[config.mk]
export PLATFORM = sky130hd
export DESIGN_NAME = y86_elastic_pipe_reg
export DESIGN_NICKNAME = d
export VERILOG_FILES = /design/src/rtl/y86_elastic_pipe_reg.sv
export SDC_FILE = /design/constraint.sdc
export NUM_CORES = 1
export LEC_CHECK = 0
export CAP_MARGIN = 20
export CORE_ASPECT_RATIO = 1.5
export CORE_MARGIN = 4
export CORE_UTILIZATION = 45
export DETAILED_ROUTE_END_ITERATION = 7
export DONT_BUFFER_PORTS = 1
export PLACE_DENSITY = 0.58
export REMOVE_ABC_BUFFERS = 1
export SLEW_MARGIN = 0
export SYNTH_ARGS = -nofsm -noshare
export SYNTH_HDL_FRONTEND = slang
export SYNTH_SLANG_ARGS = --single-unit
[constraint.sdc]
create_clock -name clk -period 13.13 [get_ports clk]
set_input_delay 1.313 -clock clk [delete_from_list [all_inputs] [get_ports clk]]
set_output_delay 1.313 -clock clk [all_outputs]
set_load 0.01 [all_outputs]
[src/rtl/y86_elastic_pipe_reg.sv]
// Elastic pipeline register for one Y86-64 instruction bundle, with a valid/ready handshake,
// a two-entry skid buffer, a synchronous bubble flush and an asynchronous reset.
module y86_elastic_pipe_reg #(
  parameter int          WORD_W    = 64,
  parameter logic [2:0]  BUB_STAT  = 3'h1,
  parameter logic [3:0]  BUB_ICODE = 4'h1,
  parameter logic [3:0]  BUB_REG   = 4'hF
) (
  input  logic              clk,
  input  logic              rst,
  input  logic              bubble,
  input  logic              in_valid,
  output logic              in_ready,
  input  logic [2:0]        in_stat,
  input  logic [3:0]        in_icode,
  input  logic [3:0]        in_ifun,
  input  logic [3:0]        in_rA,
  input  logic [3:0]        in_rB,
  input  logic [WORD_W-1:0] in_valC,
  input  logic [WORD_W-1:0] in_valP,
  output logic              out_valid,
  input  logic              out_ready,
  output logic [2:0]        out_stat,
  output logic [3:0]        out_icode,
  output logic [3:0]        out_ifun,
  output logic [3:0]        out_rA,
  output logic [3:0]        out_rB,
  output logic [WORD_W-1:0] out_valC,
  output logic [WORD_W-1:0] out_valP,
  output logic [1:0]        occupancy
);

  typedef struct packed {
    logic [2:0]        stat;
    logic [3:0]        icode;
    logic [3:0]        ifun;
    logic [3:0]        ra;
    logic [3:0]        rb;
    logic [WORD_W-1:0] valc;
    logic [WORD_W-1:0] valp;
  } bundle_t;

  typedef enum logic [1:0] {
    EMPTY = 2'd0,
    ONE   = 2'd1,
    TWO   = 2'd2
  } state_t;

  // An empty entry always holds this bundle, so downstream decodes a NOP.
  localparam bundle_t BUBBLE = '{
    stat:  BUB_STAT,
    icode: BUB_ICODE,
    ifun:  4'h0,
    ra:    BUB_REG,
    rb:    BUB_REG,
    valc:  {WORD_W{1'b0}},
    valp:  {WORD_W{1'b0}}
  };

  state_t     state_r;
  bundle_t    main_r;
  bundle_t    skid_r;
  logic       out_valid_r;
  logic       in_ready_r;
  logic [1:0] occ_r;
  bundle_t    in_s;
  logic       acc_s;
  logic       pop_s;

  // Pack the upstream fields and decode the handshake strobes.
  always_comb begin
    in_s = '{
      stat:  in_stat,
      icode: in_icode,
      ifun:  in_ifun,
      ra:    in_rA,
      rb:    in_rB,
      valc:  in_valC,
      valp:  in_valP
    };
    acc_s = in_valid & in_ready_r;
    pop_s = out_valid_r & out_ready;
  end

  // Occupancy FSM; handshake outputs are registered alongside the state.
  always_ff @(posedge clk or posedge rst) begin
    if (rst) begin
      state_r     <= EMPTY;
      main_r      <= BUBBLE;
      skid_r      <= BUBBLE;
      out_valid_r <= 1'b0;
      in_ready_r  <= 1'b1;
      occ_r       <= 2'd0;
    end else if (bubble) begin
      state_r     <= EMPTY;
      main_r      <= BUBBLE;
      skid_r      <= BUBBLE;
      out_valid_r <= 1'b0;
      in_ready_r  <= 1'b1;
      occ_r       <= 2'd0;
    end else begin
      case (state_r)
        EMPTY: begin
          if (acc_s) begin
            main_r      <= in_s;
            state_r     <= ONE;
            out_valid_r <= 1'b1;
            in_ready_r  <= 1'b1;
            occ_r       <= 2'd1;
          end
        end
        ONE: begin
          if (acc_s && pop_s) begin
            main_r <= in_s;
          end else if (acc_s) begin
            // Downstream stalled: park the new bundle and close the input.
            skid_r     <= in_s;
            state_r    <= TWO;
            in_ready_r <= 1'b0;
            occ_r      <= 2'd2;
          end else if (pop_s) begin
            main_r      <= BUBBLE;
            state_r     <= EMPTY;
            out_valid_r <= 1'b0;
            occ_r       <= 2'd0;
          end
        end
        TWO: begin
          if (pop_s) begin
            main_r     <= skid_r;
            skid_r     <= BUBBLE;
            state_r    <= ONE;
            in_ready_r <= 1'b1;
            occ_r      <= 2'd1;
          end
        end
        default: begin
          state_r     <= EMPTY;
          main_r      <= BUBBLE;
          skid_r      <= BUBBLE;
          out_valid_r <= 1'b0;
          in_ready_r  <= 1'b1;
          occ_r       <= 2'd0;
        end
      endcase
    end
  end

  assign in_ready  = in_ready_r;
  assign out_valid = out_valid_r;
  assign occupancy = occ_r;
  assign out_stat  = main_r.stat;
  assign out_icode = main_r.icode;
  assign out_ifun  = main_r.ifun;
  assign out_rA    = main_r.ra;
  assign out_rB    = main_r.rb;
  assign out_valC  = main_r.valc;
  assign out_valP  = main_r.valp;

endmodule

Word level (Yosys, flattened, before mapping) --
Cells that the tools add are included.
Cells by class: equal/unequal tests 13, multiplexer cells 28, bitwise logic cells 2, reduce and logical (&&, ||, !) cells 7
Operator list (count):
- $mux W147 | 8
- $pmux W147 S3 | 2
- $ne A3 B3 Y1 const B | 6
- $reduce_and A4 Y1 | 4
- $mux W2 | 6
- $ne A4 B4 Y1 const B | 3
- $mux W1 | 9
- $pmux W1 S3 | 2
- $pmux W2 S3 | 1
- $reduce_and A5 Y1 | 1
- $ne A2 B2 Y1 const B | 2
- $and A1 B1 Y1 | 2
- $eq A2 B1 Y1 const B | 1
- $eq A2 B2 Y1 const B | 1
- $logic_not A2 Y1 | 1
- $logic_and A1 B1 Y1 | 1
Word-level totals: flip-flop bits (word level) 298, bits of input ports 152, output and inout bits 151, logic and storage cells 67

Logic depth before layout (Yosys ltp) --
Gate-level depths: netlist of run 1.
depth in word-level cells 6, mapped depth 8

Least setup slack after synthesis of run 1 --
OpenSTA, ideal clock, no wires.
kind input to register, from input port bubble, to register main_r (netlist bit out_icode[0]), library setup time 85 ps, data arrival time 2427 ps, slack 10619 ps, cell stages on the path 4, buffers on the path 1, cell sequence buf_1 o41ai_4 nand3_1 mux2_1
On the way: word-level cells in the longest chain between the ends 2, elaborated cells between the ends (all ways) 6
Ends and longest elaborated chain:
- from (decl) | line 11 | input logic bubble,
- $ne A4 B4 Y1 (no line) or $ne A3 B3 Y1 (tied branches)
- $reduce_and A4 Y1 (no line)
- to (signal assigned) | line 105 | main_r <= in_s;
- to (signal assigned) | line 114 | main_r <= in_s;
- to (signal assigned) | line 130 | main_r <= skid_r;
- to (decl) | line 61 | bundle_t main_r;
Parallel ways exist; a longest one is shown, timed or not. A chain may end at the register's enable or synchronous reset.

Worst setup path in the final report of run 1 --
from input port out_ready, to register main_r (netlist bit out_ifun[2])
On the way: word-level cells in the longest chain between the ends 5, elaborated cells between the ends (all ways) 9
Ends and longest elaborated chain:
- from (decl) | line 22 | input logic out_ready,
- $and A1 B1 Y1 (*) | line 82 | pop_s = out_valid_r & out_ready;
- $logic_and A1 B1 Y1 | line 113 | if (acc_s && pop_s) begin
- $mux W147 | line 113
- $pmux W147 S3 | line 102 | case (state_r)
- $mux W147 | line 94 | end else if (bubble) begin
Mark *: on every way between the ends. The rest lies on a longest branch, timed or not.

==> results of run 1 <==
[cells in the mapped netlist, types with 2 or more instances]
library cell and count:
mux2i_1 58, nand2_1 71, nor2_1 4, mux2_1 5, mux2_2 5, o22ai_1 2, o2bb2ai_1 137, buf_4 4
dfrtp_1 277, a21oi_1 4, inv_2 2, clkbuf_1 39, a22o_1 79, nand4_1 2, o21bai_1 2, nor2b_1 3
inv_1 60, a31oi_1 2, o22a_1 10, buf_2 52, dfstp_2 21, a22oi_1 140, nand3_1 16, buf_6 4
[metal layers]
metal / GRT usage / up-vias / part of all wire
met5: 0 / - / 0
li1: - / 3671 / -
met4: 0.0525 / 0 / 0.022
met2: 0.328 / 249 / 0.48
met3: 0.0659 / 44 / 0.090
met1: 0.287 / 4286 / 0.40
[path summary, 6_finish.rpt]
path	to	slack, ns	from
setup reg to reg	out_ifun[2]$_DFFE_PP0P_	9.75	in_ready$_DFFE_PP1P_
min in group asynchronous	out_valP[24]$_DFFE_PP0P_	0.77	rst
max in group asynchronous	out_valC[23]$_DFFE_PP0P_	10.78	rst
setup / recovery	out_ifun[2]$_DFFE_PP0P_	9.69	out_ready
hold / removal	skid_r[75]$_DFFE_PP0P_	0.51	skid_r[75]$_DFFE_PP0P_
hold reg to reg	skid_r[75]$_DFFE_PP0P_	0.51	skid_r[75]$_DFFE_PP0P_
[through the flow]
step                      cells  worst slack, ns  hold slack, ns
after global placement     1271             9.16           0.488
after detailed placement   1271             9.10           0.491
after CTS                  1326             9.71           0.508
after global routing       1326             9.49           0.514
after floorplan             914             3.50           0.474
final                      1326             9.69           0.506
[flip-flops by register name, indices dropped and copies added (netlist names)]
register   flops
occupancy      2
out_stat       3
out_valC      64
skid_r       147
out_ifun       4
in_ready       1
out_valid      1
out_rA         4
out_rB         4
out_icode      4
out_valP      64
[kinds of logic after synthesis]
group	Yosys count	share of synthesized area
flops	298	0.598
compound gates	381	0.252
buf+inv	162	0.0574
simple gates	105	0.0372
mux	68	0.0554
[where the power goes]
part           switching [mW]  leakage (nW)  total [mW]  internal [mW]
Combinational           0.197          1.63       0.299          0.102
Clock                   0.353         0.474       0.832          0.479
Sequential              0.112          4.00        1.13           1.02
[cell type report]
| type | count | area, um^2 | area share |
|---|---|---|---|
| Clock inverter | 7 | 42.5 | 0.00313 |
| Clock buffer | 48 | 921 | 0.0677 |
| Inverter | 62 | 240 | 0.0177 |
| Multi-Input combinational cell | 554 | 4360 | 0.321 |
| Timing Repair Buffer | 15 | 125 | 0.00920 |
| Sequential cell | 298 | 7480 | 0.550 |
| Tap cell | 342 | 428 | 0.0315 |
==> results.json, run 1 <==
{
  "status": "completed",
  "drv_slew": 0,
  "slew_headroom": 0.274,
  "drc": 0,
  "synth_top_area_frac": 0.554,
  "via_per_inst": 6.22,
  "dpl.hpwl_mm": 19.4,
  "path_max_fanout": 67,
  "clockRootBuffer": "clkbuf_16",
  "min_period_ns": 3.44,
  "postPlaceCellArea_um2": 12600,
  "fmaxAchievable_mhz": 291,
  "synthTopCellsByArea": "dfrtp_1 55%, o2bb2ai_1 9.6%, a22oi_1 8.4%, a22o_1 5.5%, mux2i_1 4.6%",
  "clock_latency_ns": 0.55,
  "hp-class": "register to register",
  "worst_pin_slew_ns": 1.09,
  "critPathRequiredTime_ns": 13.59,
  "hold_viol_final": 0,
  "syn_area_um2": 12500,
  "final_common_cell": "dfrtp_1",
  "setup_viol": 0,
  "dieWidth_um": 144,
  "cp-end-kind": "register",
  "postCtsHoldBufs": 0,
  "worstPathArrival_ns": 3.90,
  "reg2reg_depth": 6,
  "cap_violations": 0,
  "grt_setup_unrepaired": "no",
  "power_mw": 2.26,
  "num-nets-final": 1113,
  "fin_util": 0.498,
  "post-route-cell-area_um2": 13600,
  "wl_per_cell_um": 25.1,
  "io_buffer_count": 0,
  "cts.sinks": 298,
  "powerDensity_nw_per_um2": 166,
  "cts_max_level": 1,
  "start_util": 0.458,
  "core.rowCount": 74,
  "dieHeight_um": 212,
  "via_count": 8250,
  "cp.depth": 6,
  "synthFlopType": "dfrtp_1",
  "path_cells": "nand4_1, a21oi_4, buf_4, buf_4, a22oi_1, o2bb2ai_1",
  "critPathSlowestCell": "buf_4",
  "first_iter_violations": 504,
  "grt_usage": 0.210,
  "coreArea_um2": 27300,
  "hold_depth": 1,
  "ys_warn_count": 0,
  "leakage_nw": 6.10,
  "antenna_found_initial": 0,
  "cp_top_family": "buffers and inverters",
  "synth-edff-count": 0,
  "drive_above_1_share": 0.102,
  "syn_inst": 1014,
  "cts_buffers": 30,
  "worst_path_most_repeated_cell": "buf_4",
  "avgSynthCellArea_um2": 12.3,
  "tritoncts": "yes",
  "fin_skew_ns": 0.0100,
  "cp-start-kind": "input pin",
  "antenna_cells": 0,
  "setup.worst_path.class": "input pin to register",
  "cts_setup_buffers": 0,
  "final_cell_mix": "277 x dfrtp_1, 140 x a22oi_1, 137 x o2bb2ai_1",
  "period_share": 0.262,
  "post-synth-top-area-cell": "dfrtp_1",
  "yosysSeqAreaShare": 0.598,
  "io_pins": 303,
  "synth-seq-cells": 298,
  "clk_pin_slew_ns": 0.06,
  "async_flop_share": 1.00,
  "place_congestion": 0.788,
  "grt_pass1_vias": 8404,
  "drt-pass1-iter-count": 5,
  "finalSetupTns_ns": 0,
  "dieArea_um2": 30600,
  "grt_max_degree": 179,
  "syn_to_final_growth_pct": 8.70,
  "path_buf_inv": 2,
  "fillerInstances": 2393,
  "clockBufferDepth": 3,
  "wl_mm": 33.3,
  "yosysUniqueCellTypes": 39,
  "antenna_left": 0,
  "grt-ovfl-total": 0,
  "grt_pass1_wl_mm": 51.5,
  "vdd_drop_max_mv": 0.113,
  "cts-resized-gates": 0,
  "max_stage_delay_ns": 0.74
}
(Power assumes the default switching activity.)
==> run 2, diff against run 1 <==
ABC_AREA = 1   (was default)
clock period = 3.44 ns   (was 13.13 ns; I/O delays follow)
==> results.json, run 2 <==
{
  "via_count": 13200,
  "max_stage_delay_ns": 0.59,
  "worstPathArrival_ns": 2.88,
  "slew_headroom": 0.293,
  "path_max_fanout": 113,
  "drc": 0,
  "path_buf_inv": 1,
  "tritoncts": "yes",
  "yosysUniqueCellTypes": 20,
  "worst_path_most_repeated_cell": "nand2_1",
  "cts.sinks": 298,
  "clock_latency_ns": 0.55,
  "period_share": 0.694,
  "cts_max_level": 1,
  "yosysMostFrequentCell": "nand2_1",
  "postCtsHoldBufs": 149,
  "hp-class": "input pin to register",
  "via_per_inst": 5.35,
  "critPathSlowestCell": "dfstp_2",
  "ff_latch_area_um2": 7480,
  "synthXorXnorAreaFrac": 0,
  "grt_max_degree": 140,
  "fin_skew_ns": 0.00687,
  "setup_viol": 0,
  "yosysSeqAreaShare": 0.517,
  "avgSynthCellArea_um2": 7.32,
  "place_congestion": 0.807,
  "antenna_cells": 0,
  "ys_warn_count": 0,
  "largest_register_ff_count": 147,
  "io_buffer_count": 0,
  "core.rowCount": 80,
  "coreArea_um2": 31700,
  "clockBufferDepth": 3,
  "synth_top_area_frac": 0.479,
  "dieWidth_um": 154,
  "muxShareOfSynthArea": 0,
  "post-synth-top-area-cell": "dfrtp_1",
  "syn_area_um2": 14500,
  "critPathRequiredTime_ns": 3.93,
  "syn_inst": 1976,
  "dpl.hpwl_mm": 24.5,
  "clk_pin_slew_ns": 0.06,
  "synthTopCellsByArea": "dfrtp_1 48%, nand2_1 27%, nand3_1 9.6%, dfstp_2 3.8%, o21ai_0 3.7%",
  "synth_compound_area_frac": 0.0534,
  "min_period_ns": 2.39,
  "start_util": 0.456,
  "drv_slew": 0,
  "power_mw": 12.3,
  "top_register": "skid_r",
  "drive_above_1_share": 0.0470,
  "multi_input_area_um2": 6320,
  "synthFlopType": "dfrtp_1",
  "cts_buffers": 30,
  "syn_to_final_growth_pct": 18.4,
  "wl_mm": 44.6,
  "grt-ovfl-total": 0,
  "cts_setup_buffers": 0,
  "synth-seq-cells": 298,
  "synth_top_family_by_area": "simple AND/OR/NAND/NOR gates",
  "grt_setup_unrepaired": "no",
  "grt_usage": 0.246,
  "powerDensity_nw_per_um2": 716,
  "vdd_drop_max_mv": 0.895,
  "io_pins": 303,
  "num-nets-final": 2191,
  "final_common_cell": "nand2_1",
  "async_flop_share": 1.00,
  "fmaxAchievable_mhz": 419,
  "leakage_nw": 8.27,
  "path_cells": "nand2_1, nand3_1, nand3_4, nor2_4, buf_12, nand2_1, nand2_1",
  "cts-resized-gates": 0,
  "clockRootBuffer": "clkbuf_16",
  "wl_per_cell_um": 18.0,
  "grt_pass1_wl_mm": 71.4,
  "drt-pass1-iter-count": 6,
  "setup.worst_path.class": "register to register",
  "first_iter_violations": 1079,
  "grt_pass1_vias": 12700,
  "fillerInstances": 3042,
  "antenna_found_initial": 0,
  "yosys.area_share.adder": 0,
  "synth-edff-count": 0,
  "final_cell_mix": "1,025 x nand2_1, 278 x nand3_1, 277 x dfrtp_1",
  "cp_top_family": "simple AND/OR/NAND/NOR gates",
  "finalSetupTns_ns": 0,
  "cp-start-kind": "register",
  "hold_viol_final": 0,
  "dieArea_um2": 35100,
  "status": "completed",
  "antenna_left": 0,
  "worst_pin_slew_ns": 1.06,
  "cap_violations": 0,
  "synth-simple-area-share": 0.379,
  "dieHeight_um": 228,
  "cp-end-kind": "register",
  "synth_commonest_cells": "1,025 x nand2_1, 278 x nand3_1, 277 x dfrtp_1"
}
==> run 2: worst reg2reg max path: stages (launching register included) <==
cell     delay [ns]
dfstp_2        0.59
nand2_1        0.16
nand3_1        0.19
nand3_4        0.33
nor2_4         0.23
buf_12         0.37
nand2_1        0.36
nand2_1        0.09
==> run 2: area by class of cell <==
class                   count  share of cell area
flip-flops and latches    298               0.437
multi-input cells        1517               0.369
repair buffers            168               0.102
clock buffers              50              0.0553
well taps                 410              0.0299
inverters                  24             0.00570
clock inverters             5             0.00161
==> run 2: final timing paths <==
| path | slack, ns | end | from | depth (start not counted) |
|---|---|---|---|---|
| max | 1.05 | out_valP[35]$_DFFE_PP0P_ | in_ready$_DFFE_PP1P_ | 7 |
| min | 0.02 | out_valP[0]$_DFFE_PP0P_ | in_valP[0] | 4 |
| max reg2reg | 1.05 | out_valP[35]$_DFFE_PP0P_ | in_ready$_DFFE_PP1P_ | 7 |
| min reg2reg | 0.49 | skid_r[93]$_DFFE_PP0P_ | skid_r[93]$_DFFE_PP0P_ | 2 |
| max in group asynchronous | 2.12 | skid_r[19]$_DFFE_PP0P_ | rst | 3 |
| min in group asynchronous | 0.43 | out_valC[11]$_DFFE_PP0P_ | rst | 2 |
==> run 2: cells by family after synthesis <==
kind of cell / Yosys count
AO/OA/AOI/OAI: 154
flip-flops: 298
buffers and inverters: 161
AND/OR/NAND/NOR: 1363
==> run 2: routing by layer <==
layer | track usage | vias up | wire length (um)
met5 | 0 | - | 0
met2 | 0.408 | 468 | 22000
met1 | 0.323 | 6255 | 17600
met4 | 0.0855 | 0 | 1600
met3 | 0.0513 | 98 | 3340
li1 | - | 6401 | -
==> run 2: power by group <==
| group | switching, mW | leakage [nW] | internal (mW) | total [mW] |
|---|---|---|---|---|
| Sequential | 0.992 | 3.96 | 4.46 | 5.46 |
| Clock | 1.38 | 0.480 | 1.86 | 3.24 |
| Combinational | 2.54 | 3.82 | 1.03 | 3.57 |
==> run 2: through the flow <==
step,cell area [um^2],hold slack [ns],instances,util,worst slack [ns]
after floorplan,13800,0.453,1839,-,-6.29
after global placement,14700,0.408,2268,0.462,1.10
after detailed placement,14700,0.396,2268,0.462,1.08
after CTS,17100,0.000108,2472,0.540,1.06
after global routing,17100,0.0204,2472,0.540,0.853
final,17100,0.0232,2472,0.540,1.05
